[config.mk]
export PLATFORM = sky130hd
export DESIGN_NAME = cf_uart_rx_deframer
export DESIGN_NICKNAME = d
export VERILOG_FILES = /design/src/rtl/cf_uart_rx_deframer.sv
export SDC_FILE = /design/constraint.sdc
export NUM_CORES = 1
export LEC_CHECK = 0
export ABC_CLOCK_PERIOD_IN_PS = 2560
export CAP_MARGIN = 40
export CORE_UTILIZATION = 25
export DETAILED_ROUTE_END_ITERATION = 16
export PLACE_DENSITY = 0.44
export SYNTH_ARGS = -nofsm -noshare
export SYNTH_HDL_FRONTEND = slang
export SYNTH_SLANG_ARGS = --single-unit
[constraint.sdc]
create_clock -name clk_i -period 2.56 [get_ports clk_i]
set_input_delay 0.768 -clock clk_i [delete_from_list [all_inputs] [get_ports clk_i]]
set_output_delay 0.768 -clock clk_i [all_outputs]
set_load 0.01 [all_outputs]
[src/rtl/cf_uart_rx_deframer.sv]
// rtl/cf_uart_rx_deframer.sv - UART receive deframer: oversampled start/data/parity/stop checking to a valid/ready word port
module cf_uart_rx_deframer #(
    parameter int MDW = 9,
    parameter int OVS = 8
) (
    input  logic           clk_i,
    input  logic           rst_i,
    input  logic           en_i,
    input  logic           tick_i,
    input  logic           rx_i,
    input  logic [3:0]     data_size_i,
    input  logic           stop2_i,
    input  logic [2:0]     parity_i,
    output logic [MDW-1:0] rdata_o,
    output logic           r_perr_o,
    output logic           r_ferr_o,
    output logic           rvalid_o,
    input  logic           rready_i,
    output logic           brk_o,
    output logic           overrun_o,
    output logic           busy_o
);

    localparam int             CW   = (OVS > 2) ? $clog2(OVS) : 1;
    localparam logic [CW-1:0]  HALF = CW'(OVS / 2 - 1);
    localparam logic [CW-1:0]  LAST = CW'(OVS - 1);
    localparam logic [3:0]     MDW4 = 4'(MDW);

    typedef enum logic [2:0] {
        S_IDLE,
        S_START,
        S_DATA,
        S_PARITY,
        S_STOP1,
        S_STOP2
    } state_t;

    state_t          state_q;
    logic            rx_s1_q, rx_s2_q, prev_q;
    logic [CW-1:0]   cnt_q;
    logic [3:0]      bit_q;
    logic [3:0]      nbits_q;
    logic            stop2_q;
    logic [2:0]      par_q;
    logic [MDW-1:0]  data_q;
    logic            perr_q, ferr_q, pbit_q;
    logic [MDW-1:0]  rdata_q;
    logic            r_perr_q, r_ferr_q, rvalid_q;
    logic            brk_q, overrun_q;

    logic [3:0]      size_d;
    logic            par_en_d;
    logic            exp_par_d;
    logic            samp_d;
    logic            break_d;
    logic            complete_d;
    logic            load_d;
    logic            frame_ferr_d;

    // Out-of-range widths collapse to the widest frame.
    assign size_d = (data_size_i < 4'd5 || data_size_i > MDW4) ? MDW4 : data_size_i;

    always_comb begin
        par_en_d  = 1'b0;
        exp_par_d = 1'b0;
        case (par_q)
            3'b001: begin par_en_d = 1'b1; exp_par_d = ~^data_q; end
            3'b010: begin par_en_d = 1'b1; exp_par_d = ^data_q;  end
            3'b100: begin par_en_d = 1'b1; exp_par_d = 1'b0;     end
            3'b101: begin par_en_d = 1'b1; exp_par_d = 1'b1;     end
            default: begin par_en_d = 1'b0; exp_par_d = 1'b0;    end
        endcase
    end

    assign samp_d       = en_i && tick_i && (cnt_q == LAST);
    assign break_d      = (state_q == S_STOP1) && !rx_s2_q && (data_q == '0) &&
                          (!par_en_d || !pbit_q);
    assign complete_d   = samp_d && (((state_q == S_STOP1) && !stop2_q && !break_d) ||
                                     (state_q == S_STOP2));
    assign load_d       = complete_d && (!rvalid_q || rready_i);
    assign frame_ferr_d = ferr_q | ~rx_s2_q;

    always_ff @(posedge clk_i) begin
        if (rst_i) begin
            state_q   <= S_IDLE;
            rx_s1_q   <= 1'b1;
            rx_s2_q   <= 1'b1;
            prev_q    <= 1'b1;
            cnt_q     <= '0;
            bit_q     <= '0;
            nbits_q   <= MDW4;
            stop2_q   <= 1'b0;
            par_q     <= 3'b000;
            data_q    <= '0;
            perr_q    <= 1'b0;
            ferr_q    <= 1'b0;
            pbit_q    <= 1'b0;
            rdata_q   <= '0;
            r_perr_q  <= 1'b0;
            r_ferr_q  <= 1'b0;
            rvalid_q  <= 1'b0;
            brk_q     <= 1'b0;
            overrun_q <= 1'b0;
        end else begin
            rx_s1_q   <= rx_i;
            rx_s2_q   <= rx_s1_q;
            brk_q     <= 1'b0;
            overrun_q <= 1'b0;
            if (tick_i) prev_q <= rx_s2_q;

            if (rvalid_q && rready_i) rvalid_q <= 1'b0;
            if (load_d) begin
                rdata_q  <= data_q;
                r_perr_q <= perr_q;
                r_ferr_q <= frame_ferr_d;
                rvalid_q <= 1'b1;
            end
            if (complete_d && !load_d) overrun_q <= 1'b1;

            if (!en_i) begin
                state_q <= S_IDLE;
                cnt_q   <= '0;
                bit_q   <= '0;
            end else if (tick_i) begin
                case (state_q)
                    S_IDLE: begin
                        // Falling edge only; a line that stays low never re-arms.
                        if (prev_q && !rx_s2_q) begin
                            state_q <= S_START;
                            cnt_q   <= '0;
                            bit_q   <= '0;
                            nbits_q <= size_d;
                            stop2_q <= stop2_i;
                            par_q   <= parity_i;
                            data_q  <= '0;
                            perr_q  <= 1'b0;
                            ferr_q  <= 1'b0;
                            pbit_q  <= 1'b0;
                        end
                    end
                    S_START: begin
                        if (cnt_q == HALF) begin
                            cnt_q   <= '0;
                            state_q <= rx_s2_q ? S_IDLE : S_DATA;
                        end else begin
                            cnt_q <= cnt_q + 1'b1;
                        end
                    end
                    S_DATA: begin
                        if (cnt_q == LAST) begin
                            cnt_q <= '0;
                            for (int i = 0; i < MDW; i++) begin
                                if (bit_q == 4'(i)) data_q[i] <= rx_s2_q;
                            end
                            bit_q <= bit_q + 4'd1;
                            if (bit_q == nbits_q - 4'd1) begin
                                state_q <= par_en_d ? S_PARITY : S_STOP1;
                            end
                        end else begin
                            cnt_q <= cnt_q + 1'b1;
                        end
                    end
                    S_PARITY: begin
                        if (cnt_q == LAST) begin
                            cnt_q   <= '0;
                            pbit_q  <= rx_s2_q;
                            perr_q  <= (rx_s2_q != exp_par_d);
                            state_q <= S_STOP1;
                        end else begin
                            cnt_q <= cnt_q + 1'b1;
                        end
                    end
                    S_STOP1: begin
                        if (cnt_q == LAST) begin
                            cnt_q <= '0;
                            if (break_d) begin
                                brk_q   <= 1'b1;
                                state_q <= S_IDLE;
                            end else if (stop2_q) begin
                                ferr_q  <= ~rx_s2_q;
                                state_q <= S_STOP2;
                            end else begin
                                state_q <= S_IDLE;
                            end
                        end else begin
                            cnt_q <= cnt_q + 1'b1;
                        end
                    end
                    S_STOP2: begin
                        if (cnt_q == LAST) begin
                            cnt_q   <= '0;
                            state_q <= S_IDLE;
                        end else begin
                            cnt_q <= cnt_q + 1'b1;
                        end
                    end
                    default: begin
                        state_q <= S_IDLE;
                        cnt_q   <= '0;
                    end
                endcase
            end
        end
    end

    assign rdata_o   = rdata_q;
    assign r_perr_o  = r_perr_q;
    assign r_ferr_o  = r_ferr_q;
    assign rvalid_o  = rvalid_q;
    assign brk_o     = brk_q;
    assign overrun_o = overrun_q;
    assign busy_o    = (state_q != S_IDLE);

endmodule
# Yosys cells after proc, flatten, opt, wreduce, memory -nomap -nowiden
# Cells that the tools add are included.
# W data, S select, Z words.
op_classes:
  muxes: 47
  n_reduce_logical: 52
  eq_ne: 39
  magnitude_cmp: 2
  bitwise_logic: 6
  add_sub_neg: 3
op_table:
  columns: ["cell", "count"]
  rows:
  - ["$reduce_and A6 Y1", 9]
  - ["$mux W3", 13]
  - ["$ne A2 B2 Y1 const B", 18]
  - ["$mux W1", 20]
  - ["$mux W9", 2]
  - ["$pmux W3 S6", 1]
  - ["$pmux W9 S2", 1]
  - ["$eq A4 B3 Y1 const B", 4]
  - ["$eq A3 B3 Y1 const B", 5]
  - ["$eq A3 B2 Y1 const B", 4]
  - ["$logic_and A1 B1 Y1", 12]
  - ["$mux W4", 3]
  - ["$logic_not A9 Y1", 1]
  - ["$pmux W3 S3", 1]
  - ["$reduce_xnor A9 Y1", 1]
  - ["$reduce_xor A9 Y1", 1]
  - ["$eq A4 B2 Y1 const B", 2]
  - ["$pmux W4 S2", 1]
  - ["$reduce_and A4 Y1", 2]
  - ["$reduce_and A8 Y1", 1]
  - ["$reduce_bool A2 Y1", 4]
  - ["$reduce_or A4 Y1", 2]
  - ["$logic_not A1 Y1", 7]
  - ["$reduce_and A7 Y1", 1]
  - ["other kinds (23)", 33]
word_totals:
  register_bits: 47
  word_cells: 176

# Longest topological paths before layout
# Gate-level depths: netlist (run 1).
depth:
  ltp_word: 14
  ltp_mapped: 8
  mapped_depth_nobuf: 8

# Worst setup path before layout (run 1)
# No wires, ideal clock.
synth_timing:
  kind: "register to register"
  startpoint: "reg cnt_q[0]"
  endpoint: "reg data_q[3]"
  setup_ns: 0.134
  slack_ns: 0.673
  arrival_ns: 1.753
  path_stages_with_launch: 9
  required_ns: 2.426
  cell_sequence: "dfxtp_1 -> ha_1 -> ha_1 -> and2_1 -> o2111ai_1 -> nor3_2 -> and2_1 -> nand2_1 -> a21oi_1"
synth_between:
  elab_chain_cells: 3
synth_lines:
  columns: ["element", "line", "rtl"]
  rows:
  - ["start, declared", "40", "logic [CW-1:0] cnt_q;"]
  - ["start signal, assigned", "146", "cnt_q <= cnt_q + 1'b1;"]
  - ["start signal, assigned", "160", "cnt_q <= cnt_q + 1'b1;"]
  - ["start signal, assigned", "170", "cnt_q <= cnt_q + 1'b1;"]
  - ["$eq A3 B3 Y1", "150", "if (cnt_q == LAST) begin"]
  - ["$ne A2 B2 Y1 (no source line)", null, null]
  - ["$reduce_and A6 Y1 (no source line)", null, null]
  - ["end signal, assigned by index", "153", "if (bit_q == 4'(i)) data_q[i] <= rx_s2_q;"]
  - ["end, declared", "45", "logic [MDW-1:0] data_q;"]
# No other way between the ends.
# A chain may end at the register's enable or synchronous reset.

# Worst setup path in the final report (run 1)
layout_timing:
  startpoint: "reg state_q[2]"
  endpoint: "out busy_o"
layout_between:
  elab_chain_cells: 1
layout_lines:
  columns: ["element", "line", "rtl"]
  rows:
  - ["start, declared", "38", "state_t state_q;"]
  - ["start signal, assigned", "144", "state_q <= rx_s2_q ? S_IDLE : S_DATA;"]
  - ["start signal, assigned", "157", "state_q <= par_en_d ? S_PARITY : S_STOP1;"]
  - ["$reduce_bool A3 Y1", "212", "assign busy_o = (state_q != S_IDLE);"]
  - ["end, declared", "21", "output logic busy_o"]
# No other way between the ends.

==> impl_metrics.ini, run 1 <==
[status]
outcome = complete, no violations

[yosys]
synth-compound-area-share_pct = 17.7
ys.flop_type = dfxtp_1
yosys.area.top_type = dfxtp_1
avgSynthCellArea_sq_um = 8.41
synth-seq-area-share_pct = 37.9
netlist_area_sq_um = 2480
synth_top_area_share_pct = 37.9
synth.distinct_cells = 52
synthAdderAreaFrac_pct = 6.56
syn_nets = 322
synth-simple-area-share_pct = 22.0
synthCells = 295
synthMuxAreaShare_pct = 6.05
synth_seq_cells = 47
synth_top_family_by_area = simple AND/OR/NAND/NOR gates
synth_edf_count = 0
async_reset_ff_share_pct = 0
synth_area_leaders = dfxtp_1 (38%), ha_1 (6.6%), mux2i_1 (6.1%)
ys_warn_count = 0
synth_xor_xnor_area_share_pct = 4.08

[critical_path]
cpPeakStageDelay_ns = 0.51
slowest_stage = clkdlybuf4s50_1
endpoint_kind = output port
cp_cell_sequence = or3_1 > clkdlybuf4s50_1
required_ns = 1.79
crit_arrival_ns = 1.68
worstSetupStartpointType = flop
cp.buffers_inverters = 1
critPathMaxFanout = 9
critical_path_class = reg -> out
path_delay_family = buffers and inverters

[min_path]
min_path_type = reg -> reg

[clock_network]
cts_tree = built
htreeDepth = 2
cts_resized = 0
clock_path_buffers = 2
root_buffer = clkbuf_8
clock-sinks = 47
clkLatencyLatePin_ns = 0.31
cts_buffers = 5
postCtsSetupRepairBufs = 0
cts.hold.buffers_added = 0
clk_pin_slew_ns = 0.09

[power_and_ir_drop]
p_leak_nw = 1.03
seq_power_share_pct = 54.3
p_clk_share_pct = 39.8
pwr-share-comb_pct = 5.9
sw_frac_of_total_pct = 22.1
power_density_nw_per_um2 = 446
vdd_ir_drop_max_uv = 194
internal-power_mw = 1.06
power_switching_uw = 301

[drt]
ant_nets = 0
totalWireLength_microns = 5920
drt_first_pass_iters = 4
dr.first_iter.drc_count = 96
via_per_inst = 4.54
wl_per_cell_microns = 13.0
vias = 2072
drcViolationCount = 0

[final_layout]
layout-drive-gt1-share_pct = 8.87
mostFrequentLayoutCells = dfxtp_1 (47), nor2_1 (36), clkdlybuf4s50_1 (28), a21oi_1 (26), inv_1 (20)
diodes = 0
syn_to_final_growth_pct = 23.1
finalNetCount = 354
mostFrequentLayoutCell = dfxtp_1

[global_routing]
grt_max_degree = 39
grt_pass1_vias = 2000
grt-ovfl-total = 0
track_usage_pct = 12.5
antenna_found_initial = 0
grt_first_pass_wirelength_microns = 9990

[timing]
setup_viol = 0
finalCriticalPeriod_ns = 2.45
hold_viol = 0
fin_tns_setup_ns = 0
fmax_mhz = 408
skew_ns = 0.00635
rsz0062_at_grt = no
slew_headroom_pct = 65.5
slew_viol_final = 0
post-route-period-util_pct = 95.7
fin_ws_ns = 0.109
max_slew.worst_pin.slew_ns = 0.510

[placed_design]
gp_congestion = 0.840
io_buffer_count = 28
place_worst_setup_slack_ns = 0.0342
hpwl_microns = 4320

[floorplan]
die_w_microns = 102
rows = 35
fp.dieH_microns = 102
io_pins = 29
fp.dieArea_sq_um = 10300
initial_core_util_pct = 26.4
design.core.area_sq_um = 9420

[run]
drv_cap = 0
[sequential cells by signal, summed over array words and instances (netlist names), 3 cells and up]
| name | count |
|---|---|
| state_q | 3 |
| rdata_o | 9 |
| nbits_q | 4 |
| bit_q | 4 |
| cnt_q | 3 |
| par_q | 3 |
| data_q | 9 |
[metal layers]
layer | GRT usage (%) | up-vias | share of wire [%]
met5 | 0 | - | 0
met4 | 5.13 | 0 | 1.9
met3 | 2.42 | 8 | 2.7
met2 | 19.3 | 31 | 43
met1 | 17.2 | 949 | 52
li1 | - | 1084 | -
[final cells by class]
class / count / area, sq um
Sequential cell: 47 / 941
Multi-Input combinational cell: 214 / 1400
Inverter: 20 / 75.1
Timing Repair Buffer: 39 / 375
Tap cell: 129 / 161
Clock inverter: 1 / 30.0
Fill cell: 1019 / 6360
Clock buffer: 6 / 72.6
[power groups by stage]
stage	logic, mW	clock network, mW	registers (mW)
after floorplan	0.0440	0	0.754
after global placement	0.0817	0	0.757
after detailed placement	0.0814	0	0.757
after CTS	0.0818	0.568	0.740
after global routing	0.0889	0.594	0.741
final	0.0805	0.542	0.739
[stage by stage]
step	total power [mW]	cell area, sq um	hold slack (ns)	instances	utilization, %
global route	1.42	3060	0.434	456	32.5
detailed placement	0.838	2950	0.399	449	31.4
CTS	1.39	3060	0.421	456	32.5
global placement	0.838	2950	0.394	449	31.4
floorplan	0.798	2480	0.389	295	-
finish	1.36	3060	0.415	456	32.5
[final timing paths]
| path | slack [ns] | depth (start not counted) | startpoint | to |
|---|---|---|---|---|
| hold / removal | 0.41 | 1 | rx_s1_q | rx_s2_q |
| setup reg to reg | 0.36 | 7 | data_q[6] | perr_q |
| hold reg to reg | 0.41 | 1 | rx_s1_q | rx_s2_q |
| setup / recovery | 0.11 | 2 | state_q[2] | busy_o |
[worst reg2reg max path, stage by stage, from the launching register on]
cell and delay [ns]:
dfxtp_1 0.38, inv_1 0.06, ha_1 0.30, xnor3_1 0.35, xnor2_1 0.16, o41ai_1 0.45, xnor2_1 0.14, o41ai_2 0.27
[cells in the mapped netlist (all sizes together), types with 2 or more instances]
master / number
a21o: 2
nand4: 4
nand2: 19
o41ai: 3
buf: 5
or2: 2
o2111ai: 2
nor4: 3
or3: 2
xnor2: 9
a21oi: 28
ha: 13
dfxtp: 47
nor3b: 3
nand3: 5
a211o: 2
mux2i: 15
o21ai: 18
and3: 2
nand2b: 7
a211oi: 3
inv: 20
nor3: 9
clkbuf: 9
nor2: 36
o31ai: 2
nor2b: 6
and2: 4
or4: 2
[cell families after synthesis]
group,after synthesis
and+or+nand+nor,107
AOI/OAI and AO/OA,69
DFF,47
buffers and inverters,34
muxes,15
adders and majority gates,13
xor gates and xnor gates,10
Power figures use the tool's default switching activity.
==> inputs of run 2 (changes only) <==
--- a/config.mk
+++ b/config.mk
@@ -10,6 +10,7 @@
 export CORE_UTILIZATION = 25
 export DETAILED_ROUTE_END_ITERATION = 16
 export PLACE_DENSITY = 0.44
+export SETUP_SLACK_MARGIN = 0.2
 export SYNTH_ARGS = -nofsm -noshare
 export SYNTH_HDL_FRONTEND = slang
 export SYNTH_SLANG_ARGS = --single-unit
==> impl_metrics.ini, run 2 (same netlist as run 1, synthesis figures left out) <==
[critical_path]
cp_cell_sequence = clkdlybuf4s50_1 > o21ai_2 > or4_1 > nor3b_1 > o21ai_1 > a21oi_1
path_delay_family = simple AND/OR/NAND/NOR gates
critical_path_class = in -> reg
required_ns = 2.80
cp.buffers_inverters = 1
slowest_stage = clkdlybuf4s50_1
crit_arrival_ns = 2.46
worstSetupStartpointType = primary input
endpoint_kind = flop
critPathMaxFanout = 8
cpPeakStageDelay_ns = 0.58

[clock_network]
cts_buffers = 5
cts.hold.buffers_added = 0
root_buffer = clkbuf_8
clock-sinks = 47
postCtsSetupRepairBufs = 0
cts_tree = built
htreeDepth = 2
clock_path_buffers = 2
clkLatencyLatePin_ns = 0.31
clk_pin_slew_ns = 0.09

[final_layout]
mostFrequentLayoutCells = dfxtp_1 (46), nor2_1 (36), clkdlybuf4s50_1 (27), a21oi_1 (26), inv_1 (20)
finalNetCount = 354
fin_cells = 456
mostFrequentLayoutCell = dfxtp_1
diodes = 0
syn_to_final_growth_pct = 23.8
layout-drive-gt1-share_pct = 10.1

[drt]
totalWireLength_microns = 5930
drcViolationCount = 0
vias = 2081
via_per_inst = 4.56
dr.first_iter.drc_count = 80
drt_first_pass_iters = 4
wl_per_cell_microns = 13.0
ant_nets = 0

[global_routing]
grt-ovfl-total = 0
track_usage_pct = 12.6
grt_pass1_vias = 2012
grt_first_pass_wirelength_microns = 10000
grt_max_degree = 39
antenna_found_initial = 0

[timing]
skew_ns = 0.00725
slew_headroom_pct = 65.1
finalCriticalPeriod_ns = 2.22
slew_viol_final = 0
whs_ns = 0.415
max_slew.worst_pin.slew_ns = 0.518
fin_ws_ns = 0.343
fin_tns_setup_ns = 0
post-route-period-util_pct = 86.6
rsz0062_at_grt = yes
fmax_mhz = 451
hold_viol = 0
setup_viol = 0

[placed_design]
io_buffer_count = 28
dp_cells = 449
gp_congestion = 0.840
place_worst_setup_slack_ns = 0.0342
hpwl_microns = 4320

[floorplan]
initial_core_util_pct = 26.4
fp.dieH_microns = 102
rows = 35
fp.dieArea_sq_um = 10300
io_pins = 29
die_w_microns = 102
design.core.area_sq_um = 9420

[status]
outcome = complete, no violations

[run]
drv_cap = 0

[power_and_ir_drop]
vdd_ir_drop_max_uv = 194
power_density_nw_per_um2 = 444
p_leak_nw = 1.04

[min_path]
min_path_type = reg -> reg
[run 2: changes by cell type in the layout (fill, tap and decap cells not counted), sizes merged]
cell           delta
clkdlybuf4s50     -1
dlygate4sd2       +1
[run 2: final cells by class]
type	count	area, sq um
clock inverters	1	30.0
repair buffers	39	374
well taps	129	161
clock buffers	6	72.6
inverters	20	75.1
flip-flops and latches	47	942
fillers	1021	6340
multi-input cells	214	1420
[run 2: per-layer routing]
layer,track usage (%),share of wire [%],up-vias
met5,0,0,-
met4,5.46,2.2,0
met3,2.55,3.0,10
met2,19.0,43,33
met1,17.3,52,956
li1,-,-,1082
[run 2: power by group]
group / switching [mW] / internal, mW / leakage, nW / total [mW]
Clock: 0.255 / 0.287 / 0.0513 / 0.541
Sequential: 0.00489 / 0.735 / 0.380 / 0.740
Combinational: 0.0410 / 0.0400 / 0.606 / 0.0809
Total: 0.300 / 1.06 / 1.04 / 1.36
[run 2: final timing paths]
check	start	end	depth (start not counted)	slack, ns
min reg2reg	rx_s1_q	rx_s2_q	1	0.41
min	rx_s1_q	rx_s2_q	1	0.41
max	tick_i	bit_q[2]	6	0.34
max reg2reg	cnt_q[0]	state_q[0]	8	0.43
[run 2: repair_timing]
action	4_1_cts	5_1_grt
setup endpoints to repair	1	2
gates resized for setup	3	2
hold endpoints to repair	0	0
[run 2: through the flow]
step | power, mW | area, sq um | utilization, %
floorplan | 0.798 | 2480 | -
global placement | 0.838 | 2950 | 31.4
detailed placement | 0.838 | 2950 | 31.4
CTS | 1.39 | 3060 | 32.5
global route | 1.43 | 3070 | 32.6
finish | 1.36 | 3070 | 32.6
==> inputs of run 3 (changes only) <==
--- a/config.mk
+++ b/config.mk
@@ -7,6 +7,7 @@
 export LEC_CHECK = 0
 export ABC_CLOCK_PERIOD_IN_PS = 2560
 export CAP_MARGIN = 40
+export CORE_MARGIN = 5
 export CORE_UTILIZATION = 25
 export DETAILED_ROUTE_END_ITERATION = 16
 export PLACE_DENSITY = 0.44
==> impl_metrics.ini, run 3 (same netlist as run 1, synthesis figures left out) <==
[floorplan]
initial_core_util_pct = 25.5
io_pins = 29
fp.dieH_microns = 110
design.core.area_sq_um = 9730
die_w_microns = 110
fp.dieArea_sq_um = 12000
rows = 36

[power_and_ir_drop]
p_clk_share_pct = 41.3
power_switching_uw = 312
vdd_ir_drop_max_uv = 185
p_leak_nw = 1.07
power_density_nw_per_um2 = 453
sw_frac_of_total_pct = 22.2
internal-power_mw = 1.09
pwr-share-comb_pct = 6.1
seq_power_share_pct = 52.6

[final_layout]
syn_to_final_growth_pct = 25.1
ff_latch_area_sq_um = 941
finalNetCount = 358
multi_input_area_sq_um = 1400
mostFrequentLayoutCells = dfxtp_1 (47), nor2_1 (36), clkdlybuf4s50_1 (27), a21oi_1 (26), inv_1 (20)
diodes = 0
final_area_sq_um = 3100
layout-drive-gt1-share_pct = 10.5
mostFrequentLayoutCell = dfxtp_1
fillers = 1081

[timing]
fin_tns_setup_ns = 0
slew_viol_final = 0
rsz0062_at_grt = no
max_slew.worst_pin.slew_ns = 0.426
setup_viol = 0
hold_viol = 0
fmax_mhz = 460
post-route-period-util_pct = 85.0
skew_ns = 0.00684
finalCriticalPeriod_ns = 2.18
slew_headroom_pct = 71.3

[clock_network]
htreeDepth = 2
clk_pin_slew_ns = 0.09
clkLatencyLatePin_ns = 0.31
clock_path_buffers = 2
root_buffer = clkbuf_8
cts_buffers = 5
cts_tree = built
clock-sinks = 47

[critical_path]
critPathMaxFanout = 3
regToRegStartpoint = data_q[7]
reg2regPathDepth = 9
critical_path_class = reg -> out
worstSetupStartpointType = flop
rrSetupSlack_ns = 0.43
crit_arrival_ns = 1.41
cpPeakStageDelay_ns = 0.45
endpoint_kind = output port
r2r_end = perr_q
slowest_stage = or3_1
cp_cell_sequence = or3_1 > dlygate4sd2_1
required_ns = 1.79

[global_routing]
grt-ovfl-total = 0
antenna_found_initial = 0
grt_max_degree = 17
busiest_layer = met2
grt.met3_usage_pct = 2.23
grt_pass1_vias = 2049
track_usage_pct = 11.0
use_met2_pct = 17.0
grt_util_met1_pct = 15.2
grt_first_pass_wirelength_microns = 10300

[placed_design]
dpl-instance-area_sq_um = 2990
io_buffer_count = 28
hpwl_microns = 4670
gp_congestion = 0.880

[drt]
via_per_inst = 4.59
vias = 2135
drt_first_pass_iters = 5
drcViolationCount = 0
ant_nets = 0
totalWireLength_microns = 6150
wl_per_cell_microns = 13.2
dr.first_iter.drc_count = 119

[min_path]
holdPathEnd = rx_s2_q
min_path_type = reg -> reg
min_path_cells = 1
hp-start = rx_s1_q

[run]
drv_cap = 0

[status]
outcome = complete, no violations
[run 3: what timing repair did]
item | in CTS | in global routing
endpoints found under the hold margin | 0 | 0
setup endpoints to repair | 1 | 0
gates resized for setup | 1 | 0
hold buffers | 0 | 0
setup buffers | 0 | 0
[run 3: area by class of cell]
class / count / share of cell area, %
Sequential cell: 47 / 30.3
Clock inverter: 2 / 1.13
Timing Repair Buffer: 43 / 13.0
Multi-Input combinational cell: 214 / 45.1
Inverter: 20 / 2.42
Tap cell: 133 / 5.36
Clock buffer: 6 / 2.66
[run 3: metal layers]
metal | routed length (microns) | vias up
met5 | 0 | -
met4 | 85 | 0
met3 | 300 | 5
met2 | 2620 | 51
met1 | 3140 | 985
li1 | - | 1094
[run 3: worst max-delay path: cells and delay by family, from the launching register on]
family                 cells  cell delay, ns
buffers and inverters      1            0.33
DFF                        1            0.32
and+or+nand+nor            1            0.45
[run 3: how the worst max path moves through the flow]
stage               startpoint          to  slack (ns)
floorplan             cnt_q[0]   data_q[3]        0.67
global placement        tick_i    bit_q[2]        0.12
detailed placement      tick_i    bit_q[2]        0.10
CTS                 state_q[2]      busy_o        0.38
global route          cnt_q[0]  state_q[0]        0.24
finish              state_q[2]      busy_o        0.38
[run 3: power by group through the flow]
stage	clock network (mW)	registers, mW	logic (mW)
after detailed placement	0	0.756	0.0861
after CTS	0.594	0.739	0.0859
after global placement	0	0.756	0.0868
after floorplan	0	0.754	0.0440
final	0.581	0.739	0.0852
after global routing	0.624	0.740	0.0942
[run 3: stage by stage]
| step | hold WS (ns) | worst slack, ns | instances | power, mW | util, % |
|---|---|---|---|---|---|
| floorplan | 0.389 | 0.673 | 295 | 0.798 | - |
| global placement | 0.391 | 0.118 | 457 | 0.843 | 30.7 |
| detailed placement | 0.393 | 0.103 | 457 | 0.842 | 30.7 |
| CTS | 0.415 | 0.377 | 465 | 1.42 | 31.9 |
| global route | 0.453 | 0.238 | 465 | 1.46 | 31.9 |
| finish | 0.414 | 0.385 | 465 | 1.41 | 31.9 |
